## src/rtl/sisc_pkg.sv

```systemverilog
// Shared definitions for the SISC control path: opcodes, FSM states and
// instruction field positions.
package sisc_pkg;

    localparam int unsigned INSTR_W = 32;
    localparam int unsigned OPC_W   = 4;
    localparam int unsigned FUNC_W  = 4;
    localparam int unsigned REG_AW  = 4;
    localparam int unsigned STAT_W  = 4;

    // Instruction field LSB positions
    localparam int unsigned OPC_LSB  = 28;
    localparam int unsigned FUNC_LSB = 24;
    localparam int unsigned RD_LSB   = 20;
    localparam int unsigned RS_LSB   = 16;
    localparam int unsigned RT_LSB   = 12;
    localparam int unsigned IMM_LSB  = 0;
    localparam int unsigned IMM_W    = 16;

    localparam logic [REG_AW-1:0] R0 = 4'd0;

    localparam logic [OPC_W-1:0] OP_NOP    = 4'h0;
    localparam logic [OPC_W-1:0] OP_ALU    = 4'h1;
    localparam logic [OPC_W-1:0] OP_ALUI   = 4'h2;
    localparam logic [OPC_W-1:0] OP_LOAD   = 4'h3;
    localparam logic [OPC_W-1:0] OP_STORE  = 4'h4;
    localparam logic [OPC_W-1:0] OP_BRANCH = 4'h5;
    localparam logic [OPC_W-1:0] OP_JUMP   = 4'h6;
    localparam logic [OPC_W-1:0] OP_HALT   = 4'hF;

    typedef enum logic [2:0] {
        ST_FETCH     = 3'd0,
        ST_DECODE    = 3'd1,
        ST_EXECUTE   = 3'd2,
        ST_MEM       = 3'd3,
        ST_WRITEBACK = 3'd4,
        ST_HALT      = 3'd5
    } state_e;

endpackage

```

## src/rtl/sisc_ctrl_branch.sv

```systemverilog
// Branch condition: taken when func is zero (unconditional) or any selected
// ALU flag is set.
module sisc_ctrl_branch
    import sisc_pkg::*;
(
    input  logic [FUNC_W-1:0] func,
    input  logic [STAT_W-1:0] stat,
    output logic              taken
);

    assign taken = (func == '0) | (|(stat & func));

endmodule

```

## src/rtl/sisc_ctrl.sv

```systemverilog
// Multi-cycle SISC control sequencer. Define SISC_CTRL_MEM_WAIT_EN to stall
// the MEM state on mem_ready.
module sisc_ctrl
    import sisc_pkg::*;
#(
    parameter logic [31:0] RESET_PC = 32'h0000_0000
)
(
    input  logic                clk,
    input  logic                rst_f,
    input  logic [INSTR_W-1:0]  instr,
    input  logic [STAT_W-1:0]   stat,
    input  logic                mem_ready,
    output logic [REG_AW-1:0]   read_rega,
    output logic [REG_AW-1:0]   read_regb,
    output logic [REG_AW-1:0]   write_reg,
    output logic                rf_we,
    output logic                wb_sel,
    output logic [FUNC_W-1:0]   alu_op,
    output logic                alu_imm,
    output logic                ir_load,
    output logic                pc_write,
    output logic                pc_sel,
    output logic                pc_rst_load,
    output logic [31:0]         pc_init,
    output logic                mem_read,
    output logic                mem_write,
    output logic                halted
);

    state_e              state;
    state_e              state_nxt;
    logic [INSTR_W-1:0]  ir;

    logic [OPC_W-1:0]    opc;
    logic [FUNC_W-1:0]   func;
    logic [REG_AW-1:0]   rd;
    logic [REG_AW-1:0]   rs;
    logic [REG_AW-1:0]   rt;
    logic                taken;
    logic                mem_go;
    logic                unused_bits;

    assign opc  = ir[OPC_LSB  +: OPC_W];
    assign func = ir[FUNC_LSB +: FUNC_W];
    assign rd   = ir[RD_LSB   +: REG_AW];
    assign rs   = ir[RS_LSB   +: REG_AW];
    assign rt   = ir[RT_LSB   +: REG_AW];

    sisc_ctrl_branch u_branch (
        .func  (func),
        .stat  (stat),
        .taken (taken)
    );

    // Low immediate bits feed the datapath only, never the sequencer.
`ifdef SISC_CTRL_MEM_WAIT_EN
    assign mem_go      = mem_ready;
    assign unused_bits = ^ir[RT_LSB-1:IMM_LSB];
`else
    assign mem_go      = 1'b1;
    assign unused_bits = ^{mem_ready, ir[RT_LSB-1:IMM_LSB]};
`endif

    // State and instruction register are the only flops.
    always_ff @(posedge clk or negedge rst_f) begin
        if (!rst_f) begin
            state <= ST_FETCH;
            ir    <= '0;
        end else begin
            state <= state_nxt;
            if (state == ST_FETCH) begin
                ir <= instr;
            end
        end
    end

    // Next state and control decode; everything is forced quiet while reset is held.
    always_comb begin
        state_nxt   = state;
        read_rega   = R0;
        read_regb   = R0;
        write_reg   = R0;
        rf_we       = 1'b0;
        wb_sel      = 1'b0;
        alu_op      = '0;
        alu_imm     = 1'b0;
        ir_load     = 1'b0;
        pc_write    = 1'b0;
        pc_sel      = 1'b0;
        pc_rst_load = 1'b0;
        pc_init     = RESET_PC;
        mem_read    = 1'b0;
        mem_write   = 1'b0;
        halted      = 1'b0;

        if (!rst_f) begin
            state_nxt   = ST_FETCH;
            pc_rst_load = 1'b1;
        end else begin
            // Read addresses stay put from DECODE to the end of the instruction.
            if (state inside {ST_DECODE, ST_EXECUTE, ST_MEM, ST_WRITEBACK}) begin
                read_rega = rs;
                if (opc == OP_ALU || opc == OP_BRANCH) begin
                    read_regb = rt;
                end else if (opc == OP_STORE) begin
                    read_regb = rd;
                end
            end

            case (state)
                ST_FETCH: begin
                    ir_load   = 1'b1;
                    pc_write  = 1'b1;
                    state_nxt = ST_DECODE;
                end
                ST_DECODE: begin
                    case (opc)
                        OP_HALT:   state_nxt = ST_HALT;
                        OP_ALU, OP_ALUI, OP_LOAD, OP_STORE, OP_BRANCH, OP_JUMP:
                                   state_nxt = ST_EXECUTE;
                        default:   state_nxt = ST_FETCH;
                    endcase
                end
                ST_EXECUTE: begin
                    alu_op    = func;
                    alu_imm   = (opc == OP_ALUI) || (opc == OP_LOAD) || (opc == OP_STORE);
                    state_nxt = ST_FETCH;
                    case (opc)
                        OP_ALU, OP_ALUI:  state_nxt = ST_WRITEBACK;
                        OP_LOAD, OP_STORE: state_nxt = ST_MEM;
                        OP_BRANCH: begin
                            pc_write = taken;
                            pc_sel   = taken;
                        end
                        OP_JUMP: begin
                            pc_write = 1'b1;
                            pc_sel   = 1'b1;
                        end
                        default: state_nxt = ST_FETCH;
                    endcase
                end
                ST_MEM: begin
                    mem_read  = (opc == OP_LOAD);
                    mem_write = (opc == OP_STORE);
                    if (mem_go) begin
                        state_nxt = (opc == OP_LOAD) ? ST_WRITEBACK : ST_FETCH;
                    end
                end
                ST_WRITEBACK: begin
                    write_reg = rd;
                    wb_sel    = (opc == OP_LOAD);
                    rf_we     = (rd != R0);
                    state_nxt = ST_FETCH;
                end
                ST_HALT: begin
                    halted = 1'b1;
                end
                default: state_nxt = ST_FETCH;
            endcase
        end
    end

endmodule

```

## config.mk

```make
export PLATFORM = sky130hd
export DESIGN_NAME = sisc_ctrl
export DESIGN_NICKNAME = d
export VERILOG_FILES = /design/src/rtl/sisc_pkg.sv /design/src/rtl/sisc_ctrl_branch.sv /design/src/rtl/sisc_ctrl.sv
export SDC_FILE = /design/constraint.sdc
export NUM_CORES = 1
export LEC_CHECK = 0
export CELL_PAD_IN_SITES_DETAIL_PLACEMENT = 0
export CELL_PAD_IN_SITES_GLOBAL_PLACEMENT = 1
export CORE_MARGIN = 1
export CORE_UTILIZATION = 26
export DETAILED_ROUTE_END_ITERATION = 8
export GPL_TIMING_DRIVEN = 0
export PLACE_DENSITY_LB_ADDON = 0.12
export SYNTH_ARGS = -nofsm -noshare
export SYNTH_HDL_FRONTEND = slang
export SYNTH_SLANG_ARGS = --single-unit
```

## constraint.sdc

```tcl
create_clock -name clk -period 1.82 [get_ports clk]
set_input_delay 0.273 -clock clk [delete_from_list [all_inputs] [get_ports clk]]
set_output_delay 0.273 -clock clk [all_outputs]
set_load 0.01 [all_outputs]
```

==> flow_summary.toml <==
[run_status]
status = "finished with violations"
violations = "setup timing"

[synth]
syn-instance-count = 158
synth_area_mm2 = 0.00156
yosysSeqAreaShare_pct = 37.0
syn_area_per_cell_um2 = 9.84
ys_seq_elements = 23
yosys_warnings = 0
yosysUniqueCellTypes = 33

[placement]
gpl.final_weighted_congestion = 0.716
place_area_mm2 = 0.00227
io_buffers = 51
dpl.hpwl_um = 2930

[route]
via_per_inst = 4.10
drtIter0Drc = 88
drt-pass1-iter-count = 4
avgRoutedWirePerCell_um = 12.6
wl_um = 4300
ant_nets = 0
route.detailed.drc = 0
vias = 1394

[min_path]
hp-class = "input pin to asynchronous set/reset pin"

[timing]
finalCritPeriodShare_pct = 105
min_period_ns = 1.92
tns_ns = -0.635
grt_setup_unrepaired = "true"
setup_viol = 11
finalClockSkew_ns = 0.00220
hold_violations = 0
fmax_ghz = 0.521
slew_viol_final = 0
timing.final.ws_setup_ns = -0.0988

[clock_network]
cts_root_buffer = "clkbuf_8"
clock-sinks = 23
cts_tree = "built"
clkTransAtPathRegs_ns = 0.09
htreeDepth = 1
numCtsBuffers = 3
clk_latency_ns = 0.27
cts_buffer_depth = 2

[grt]
grtUsageTotal_pct = 13.7
grt_pass1_vias = 1290
grt_max_degree = 24
grt_pass1_wl_um = 6620
overflow = 0
antenna_found_initial = 0

[flow_run]
cap_violations = 0

[layout]
fin_nets = 308
fill_cells = 570
diodes = 0
drive_gt1_share_pct = 53.7
postLayoutCellArea_mm2 = 0.00263
areaGrowthSynthToFinish_pct = 69.0

[floorplanning]
die_h_um = 79.3
fp.dieW_um = 79.3
fp.dieArea_mm2 = 0.00629
initial_core_util_pct = 27.6
pin_count = 97
fp.coreArea_mm2 = 0.00564
rows = 27

[worst_setup_path]
critPathLaunchType = "register"
crit_path_top_delay_cell = "dfrtp_2"
max_stage_delay_ns = 0.45
arrival_ns = 1.65
crit_type = "register to output port"
crit_chain = "and4bb_2 > nor2b_4 > o2111a_1 > or2_1 > buf_2"
ff2ff_setup_slack_ns = 0.04
worst-path-max-fanout = 3
cp.required_ns = 1.55
endpoint_kind = "output port"

[power_and_ir_drop]
p_leak_uw = 0.00124
ir_drop_mv = 0.390
powerDensity_mw_per_mm2 = 768
-- Yosys cell counts --
cell type	number	area, um^2
nor3_1	4	20.0
or3_1	1	6.26
and2_1	12	75.1
nand2_1	5	18.8
buf_4	34	255
xor2_1	1	8.76
nand3b_1	2	15.0
xnor2_1	1	8.76
nor3b_1	4	30.0
a211o_1	1	8.76
dfrtp_1	23	576
and4bb_2	1	12.5
a221o_1	1	10.0
o32ai_1	1	8.76
o21ai_0	4	20.0
nor2b_1	3	18.8
nand4_1	3	18.8
or2_1	1	6.26
and3b_1	1	8.76
buf_2	3	15.0
a221oi_2	1	15.0
o2111a_1	1	11.3
a22oi_1	5	37.5
a21boi_0	1	7.51
nand2b_1	1	6.26
clkbuf_1	3	11.3
a31oi_1	2	12.5
or3b_4	1	11.3
nor2_1	8	30.0
nor4_1	5	31.3
conb_1	1	3.75
inv_1	3	11.3
mux2_2	20	225
-- worst paths after layout --
check	startpoint	to	depth (start not counted)
worst max-delay path	state[2]	pc_write	5
worst min-delay path	rst_f	state[1]	2
worst max register to register	ir[29]	state[0]	6
worst min register to register	ir[19]	ir[19]	1
max in group asynchronous	rst_f	state[2]	2
min in group clk	rst_f	state[0]	3
-- repair_timing --
item | in CTS | in global routing
endpoints found under the hold margin | 23 | 0
pin swaps | 11 | 19
resized for setup | 113 | 45
cloned | 0 | 1
buffers inserted | 11 | 11
hold buffers | 1 | 0
endpoints found under the setup margin | 29 | 25
-- report_power, final --
group	leakage (uW)	total, uW	internal, uW	switching (uW)
combinational	0.000951	942	530	412
clock	0.0000255	331	153	178
sequential	0.000268	746	634	112
-- sequential cells by signal, indices dropped and copies added (netlist names) --
register,cells
ir,20
state,3
-- through the flow --
step,worst slack (ns),power (uW),cells,util (%),hold slack [ns]
final,-0.0988,2020,340,46.6,0.0144
after global routing,-0.149,2160,340,46.6,0.0309
after CTS,-0.253,1890,328,43.9,0.0215
after global placement,-1.71,1450,312,40.3,0.483
after detailed placement,-1.71,1450,312,40.3,0.492
after floorplan,0.191,1210,189,-,-0.0226
-- logic make-up (layout without fill, tap and decap cells) --
group / after synthesis / count (layout) / share of synthesized area (%)
xor gates and xnor gates: 2 / 2 / 1.13
and+or+nand+nor: 52 / 52 / 19.9
buffers and inverters: 43 / 122 / 18.8
muxes: 20 / 20 / 14.5
DFF: 23 / 23 / 37.0
other: 1 / 32 / 0.241
AOI/OAI and AO/OA: 17 / 17 / 8.45
-- per-layer routing --
metal | global-route usage (%) | part of all wire, %
met5 | 0 | 0
met2 | 21.6 | 47
met1 | 19.4 | 46
met3 | 3.56 | 6.5
met4 | 1.64 | 0.35
-- cells in the final DEF, fill, tap and decap left out, types with 2 or more instances in the layout --
cell type	synthesis	layout
buf_4	34	50
buf_2	3	15
clkbuf_2	0	8
inv_1	3	2
and2_4	0	3
nand2_1	5	4
nor3_2	0	2
dfrtp_1	23	19
conb_1	1	32
o21ai_0	4	2
nor4_1	5	3
nor2_1	8	7
mux2_2	20	20
nand3b_1	2	2
nor3b_4	0	2
nor4_2	0	2
buf_6	0	11
a22oi_2	0	4
dfrtp_2	0	4
nor2b_1	3	2
and2_1	12	9
nor3_4	0	2
a31oi_1	2	2
nand4_1	3	3
clkdlybuf4s50_1	0	25
clkbuf_8	0	4
-- worst max-delay path: cells and delay by family, from the launching register on --
family / cells / cell delay [ns]
simple gates: 3 / 0.58
flops: 1 / 0.45
compound gates: 1 / 0.23
buf+inv: 1 / 0.12
-- cell type report --
class                   count  area [um^2]  area share (%)
repair buffers             75          638            24.3
flip-flops and latches     23          581            22.1
multi-input cells         123          948            36.1
well taps                  72         90.1            3.43
clock inverters             1         5.00           0.190
inverters                   3         13.8           0.524
clock buffers               3         41.3            1.57
plain buffers              40          312            11.9
Note: power is estimated with default switching activity, not from simulation.
